`src/rtl/fft_stream_framer.sv`:
```
// Frames a sample stream into N-point transforms for a streaming FFT/IFFT core and indexes/checks
// the core output stream. Define FFT_FRAME_PAD_EN to zero-pad gap-aborted frames instead of dropping them.
module fft_stream_framer #(
  parameter int DW      = 8,
  parameter int LOG2N   = 10,
  parameter int GAP_MAX = 4
) (
  input  logic             clk,
  input  logic             reset_n,
  input  logic             in_valid,
  output logic             in_ready,
  input  logic [DW-1:0]    in_real,
  input  logic [DW-1:0]    in_imag,
  input  logic             inverse,
  output logic             core_valid,
  output logic             core_sop,
  output logic             core_eop,
  output logic [DW-1:0]    core_real,
  output logic [DW-1:0]    core_imag,
  output logic             core_inverse,
  input  logic             core_ready,
  input  logic             src_valid,
  input  logic             src_sop,
  input  logic             src_eop,
  output logic [LOG2N-1:0] out_idx,
  output logic [LOG2N-1:0] in_idx,
  output logic             frame_err,
  output logic [15:0]      frames_done
);
  localparam logic [LOG2N-1:0] LAST_IDX = '1;
  localparam logic [7:0]       GAP_LAST = 8'(GAP_MAX - 1);

  typedef enum logic [1:0] {IDLE, RUN, PAD} state_t;

  state_t           state, state_next;
  logic [LOG2N-1:0] idx_next;
  logic [7:0]       gap_cnt, gap_next;
  logic             load, accept;
  logic             issue, issue_sop, issue_eop, issue_zero, abort;
  logic [LOG2N-1:0] out_cnt;
  logic             out_open, out_err, out_frame_ok;

  // The output stage may take a new beat when empty or when the core drains it this cycle.
  assign load     = !core_valid || core_ready;
  assign in_ready = load && (state != PAD);
  assign accept   = in_valid && in_ready;

  always_comb begin
    state_next = state;
    idx_next   = in_idx;
    gap_next   = gap_cnt;
    issue      = 1'b0;
    issue_sop  = 1'b0;
    issue_eop  = 1'b0;
    issue_zero = 1'b0;
    abort      = 1'b0;
    case (state)
      IDLE: begin
        gap_next = '0;
        if (accept) begin
          issue      = 1'b1;
          issue_sop  = 1'b1;
          idx_next   = LOG2N'(1);
          state_next = RUN;
        end
      end
      RUN: begin
        if (accept) begin
          issue    = 1'b1;
          gap_next = '0;
          if (in_idx == LAST_IDX) begin
            issue_eop  = 1'b1;
            idx_next   = '0;
            state_next = IDLE;
          end else begin
            idx_next = in_idx + 1'b1;
          end
        end else if (!in_valid && load) begin
          // Only genuinely idle cycles count; core stalls never do.
          if (gap_cnt == GAP_LAST) begin
            abort    = 1'b1;
            gap_next = '0;
`ifdef FFT_FRAME_PAD_EN
            state_next = PAD;
`else
            state_next = IDLE;
            idx_next   = '0;
`endif
          end else begin
            gap_next = gap_cnt + 8'd1;
          end
        end
      end
`ifdef FFT_FRAME_PAD_EN
      PAD: begin
        if (load) begin
          issue      = 1'b1;
          issue_zero = 1'b1;
          if (in_idx == LAST_IDX) begin
            issue_eop  = 1'b1;
            idx_next   = '0;
            state_next = IDLE;
          end else begin
            idx_next = in_idx + 1'b1;
          end
        end
      end
`endif
      default: state_next = IDLE;
    endcase
  end

  always_ff @(posedge clk or negedge reset_n) begin
    if (!reset_n) begin
      state        <= IDLE;
      in_idx       <= '0;
      gap_cnt      <= '0;
      core_valid   <= 1'b0;
      core_sop     <= 1'b0;
      core_eop     <= 1'b0;
      core_real    <= '0;
      core_imag    <= '0;
      core_inverse <= 1'b0;
    end else begin
      state   <= state_next;
      in_idx  <= idx_next;
      gap_cnt <= gap_next;
      if (load) begin
        core_valid <= issue;
        core_sop   <= issue_sop;
        core_eop   <= issue_eop;
        if (issue) begin
          core_real <= issue_zero ? '0 : in_real;
          core_imag <= issue_zero ? '0 : in_imag;
        end
      end
      if (state == IDLE && accept) core_inverse <= inverse;
    end
  end

  // Output side: a sop beat is always bin 0, every other beat continues the running count.
  assign out_idx      = (src_valid && src_sop) ? '0 : out_cnt;
  assign out_err      = src_valid && ((src_eop && out_idx != LAST_IDX) || (src_sop && out_open));
  assign out_frame_ok = src_valid && src_eop && (out_idx == LAST_IDX);

  always_ff @(posedge clk or negedge reset_n) begin
    if (!reset_n) begin
      out_cnt     <= '0;
      out_open    <= 1'b0;
      frame_err   <= 1'b0;
      frames_done <= '0;
    end else begin
      frame_err <= abort || out_err;
      if (src_valid) begin
        out_cnt  <= out_idx + 1'b1;
        out_open <= src_eop ? 1'b0 : (src_sop ? 1'b1 : out_open);
      end
      if (out_frame_ok) frames_done <= frames_done + 16'd1;
    end
  end
endmodule

```
`config.mk`:
```
export PLATFORM = sky130hd
export DESIGN_NAME = fft_stream_framer
export DESIGN_NICKNAME = d
export VERILOG_FILES = /design/src/rtl/fft_stream_framer.sv
export SDC_FILE = /design/constraint.sdc
export NUM_CORES = 1
export LEC_CHECK = 0
export ABC_AREA = 1
export CAP_MARGIN = 20
export CORE_MARGIN = 4
export CORE_UTILIZATION = 50
export CTS_CLUSTER_DIAMETER = 200
export CTS_CLUSTER_SIZE = 10
export DETAILED_ROUTE_END_ITERATION = 16
export PLACE_DENSITY = 0.8
export SYNTH_ARGS = -nofsm -noshare
export SYNTH_HDL_FRONTEND = slang
export SYNTH_SLANG_ARGS = --single-unit
```
`constraint.sdc`:
```
create_clock -name clk -period 2 [get_ports clk]
set_input_delay 0.6 -clock clk [delete_from_list [all_inputs] [get_ports clk]]
set_output_delay 0.6 -clock clk [all_outputs]
set_load 0.005 [all_outputs]
```
==> flow_metrics.py <==
metrics = {
    "outcome": {
        "outcome": "finished, final reports clean",
    },
    "setup_path": {
        "ff2ff_path_depth": 11,
        "crit_fanout": 5,
        "cp.required_ns": 1.40,
        "worst-path-stages": 1,
        "crit_path_end_kind": "output pin",
        "worstPathArrival_ns": 1.33,
        "setup.worst_path.start_class": "register",
        "crit_type": "reg -> out",
        "max_stage_delay_ns": 0.56,
        "crit_buf_inv": 1,
        "critPathTopFamily": "buffers and inverters",
        "slowest_stage": "clkdlybuf4s50_1",
        "crit_chain": "clkdlybuf4s50_1",
    },
    "logic_synthesis": {
        "synth_fp_nets": 512,
        "synth.largest_area_cell": "dfrtp_1",
        "yosys.cell_count.top_type": "nand2_1",
        "async_flop_share_pct": 100,
        "synth_area_um2": 3570,
        "synthCells": 484,
        "yosys.area.top_type_share_pct": 47.0,
        "ys_seq_area_share_pct": 47.0,
        "synth_ff_type": "dfrtp_1",
        "yosysUniqueCellTypes": 31,
        "post_synth.cell_area_avg_um2": 7.37,
        "ys_seq_elements": 67,
        "yosys_warnings": 0,
        "ys_top_cells_by_area": "dfrtp_1 (47%), nand2_1 (22%), inv_1 (6.1%)",
        "synth_edf_count": 0,
        "synth_common_cells": "nand2_1 (211), dfrtp_1 (67), inv_1 (58), nor2_1 (40), nand3_1 (31)",
    },
    "die": {
        "die_w_um": 92.5,
        "initial_core_util_pct": 51.9,
        "num_rows": 30,
        "io_pins": 82,
        "die_area_um2": 8550,
        "die_h_um": 92.5,
        "coreArea_um2": 6870,
    },
    "detailed_routing": {
        "wl_per_cell_um": 12.2,
        "first_pass_iters": 4,
        "ant_nets": 0,
        "viasPerCell": 4.90,
        "drtIter0Drc": 111,
        "routed-via-count": 3399,
        "drc": 0,
        "wl_um": 8450,
    },
    "sta": {
        "fin_setup_tns_ns": 0,
        "tightestPinTransition_ns": 0.544,
        "whs_ns": 0.242,
        "fin_crit_sh_pct": 96.7,
        "finalMaxSlewViolations": 0,
        "hold_viol_final": 0,
        "finalSetupViolations": 0,
        "finClkSkew_ns": 0.00746,
        "rsz0062_at_grt": "false",
        "layout_min_cycle_time_ns": 1.93,
        "fmax_mhz": 517,
        "slew-limit-headroom_pct": 63.8,
    },
    "final_layout": {
        "area_growth_pct": 36.0,
        "nets": 622,
        "drive_gt1_share_pct": 11.4,
        "fillers": 543,
        "num_antenna_cells": 0,
    },
    "placed_design": {
        "gp_congestion": 0.855,
        "dp_hpwl_um": 6410,
        "portBuffers": 81,
    },
    "clock_network": {
        "cts_buffer_depth": 2,
        "clock-sinks": 67,
        "cts_buffers": 9,
        "cts_tree": "yes",
        "cts_root_buf": "clkbuf_8",
        "clkTransAtPathRegs_ns": 0.07,
        "ctsHoldBuffers": 0,
        "clock_latency_ns": 0.34,
        "htreeDepth": 3,
    },
    "global_route": {
        "grt_use_total_pct": 20.9,
        "grt_max_degree": 27,
        "overflow": 0,
        "first_global_vias": 3316,
        "grt_antenna_before_repair": 0,
        "grt_pass1_wl_um": 14400,
    },
    "pwr": {
        "power_density_nw_per_um2": 701,
        "peakVddDrop_mv": 0.466,
        "power_mw": 3.40,
        "p_leak_nw": 2.51,
    },
    "min_path": {
        "hold_path.class": "in -> async",
    },
    "job": {
        "drv_cap": 0,
    },
}
==> worst paths after layout <==
path / endpoint / slack [ns] / start
worst min-delay path: gap_cnt[3] / 0.24 / reset_n
worst min register to register: core_sop / 0.48 / core_sop
max in group asynchronous: in_idx[2] / 1.22 / reset_n
worst max register to register: frames_done[5] / 0.40 / out_cnt[1]
worst max-delay path: in_idx[3] / 0.07 / in_idx[3]
min in group clk: core_sop / 0.48 / core_sop
==> report_power, final <==
part | switching (mW) | internal, mW | leakage [nW]
Sequential | 0.134 | 1.50 | 0.880
Combinational | 0.360 | 0.386 | 1.54
Clock | 0.479 | 0.541 | 0.0953
==> placed cells by master (no fill, tap or decap) <==
master	netlist	layout
nand2_8	1	1
nor2_1	40	36
nor3_1	2	2
dlygate4sd2_1	0	12
or2_2	1	1
clkbuf_8	0	12
xnor2_1	9	9
o211ai_1	1	1
buf_2	2	3
clkbuf_1	2	1
nand3b_1	1	1
clkinv_2	0	2
ha_1	4	3
xor2_1	4	4
inv_1	58	57
nor2_2	1	4
o21ai_0	13	13
nand4_2	1	1
nand3_1	31	31
nor2_4	3	4
ha_2	0	1
a21boi_0	1	1
nand2_2	4	4
a31o_2	1	1
buf_4	2	23
buf_12	0	4
nor3_2	1	1
dfrtp_2	0	3
dfrtp_1	67	64
a22o_1	1	1
clkdlybuf4s50_1	0	66
nand4_1	13	13
nand2_1	211	211
o21bai_1	1	1
a21oi_1	3	3
inv_2	2	3
==> flip-flops by register name, indices dropped and copies added (netlist names) <==
signal and flops:
core_sop 1, core_real 8, core_valid 1, out_open 1, gap_cnt 8, core_eop 1
state 1, core_imag 8, frame_err 1, in_idx 10, frames_done 16, core_inverse 1
out_cnt 10
==> metrics by stage <==
stage	std cells	util, %	worst slack (ns)	cell area (µm²)
after floorplan	484	-	0.0178	3580
after global placement	678	68.1	-0.583	4680
after detailed placement	678	68.1	-0.658	4680
after CTS	694	70.5	0.0247	4850
after global routing	694	70.6	0.000335	4850
final	694	70.6	0.0654	4850
==> kinds of logic (layout without fill, tap and decap cells) <==
logic type / Yosys count / count (layout) / share of synthesized area [%]
xor gates and xnor gates: 13 / 13 / 3.19
AOI/OAI and AO/OA: 21 / 21 / 3.37
DFF: 67 / 67 / 47.0
and+or+nand+nor: 310 / 310 / 36.7
adders and majority gates: 4 / 4 / 1.40
buffers and inverters: 69 / 183 / 8.28
==> cell type report <==
class / instances / area [µm²] / share of cell area, %
timing repair buffer: 108 / 1030 / 21.3
inverter: 60 / 225 / 4.64
clock buffer: 13 / 169 / 3.48
sequential: 67 / 1680 / 34.6
multi-input combinational: 348 / 1610 / 33.2
clock inverter: 2 / 10.0 / 0.206
tap: 96 / 120 / 2.48
==> timing repair <==
action / 4_1_cts / 5_1_grt
buffers inserted: 1 / 0
pin swaps: 1 / 0
setup endpoints to repair: 31 / 3
gates resized for setup: 22 / 3
==> layer usage <==
metal  vias to the layer above  share of wire (%)  global-route usage, %
met5                         -                  0                      0
met4                         0                2.2                   7.67
met3                        23                8.4                   8.61
met2                       115                 47                   35.0
met1                      1548                 42                   23.9
li1                       1713                  -                      -
Power figures use the tool's default switching activity.
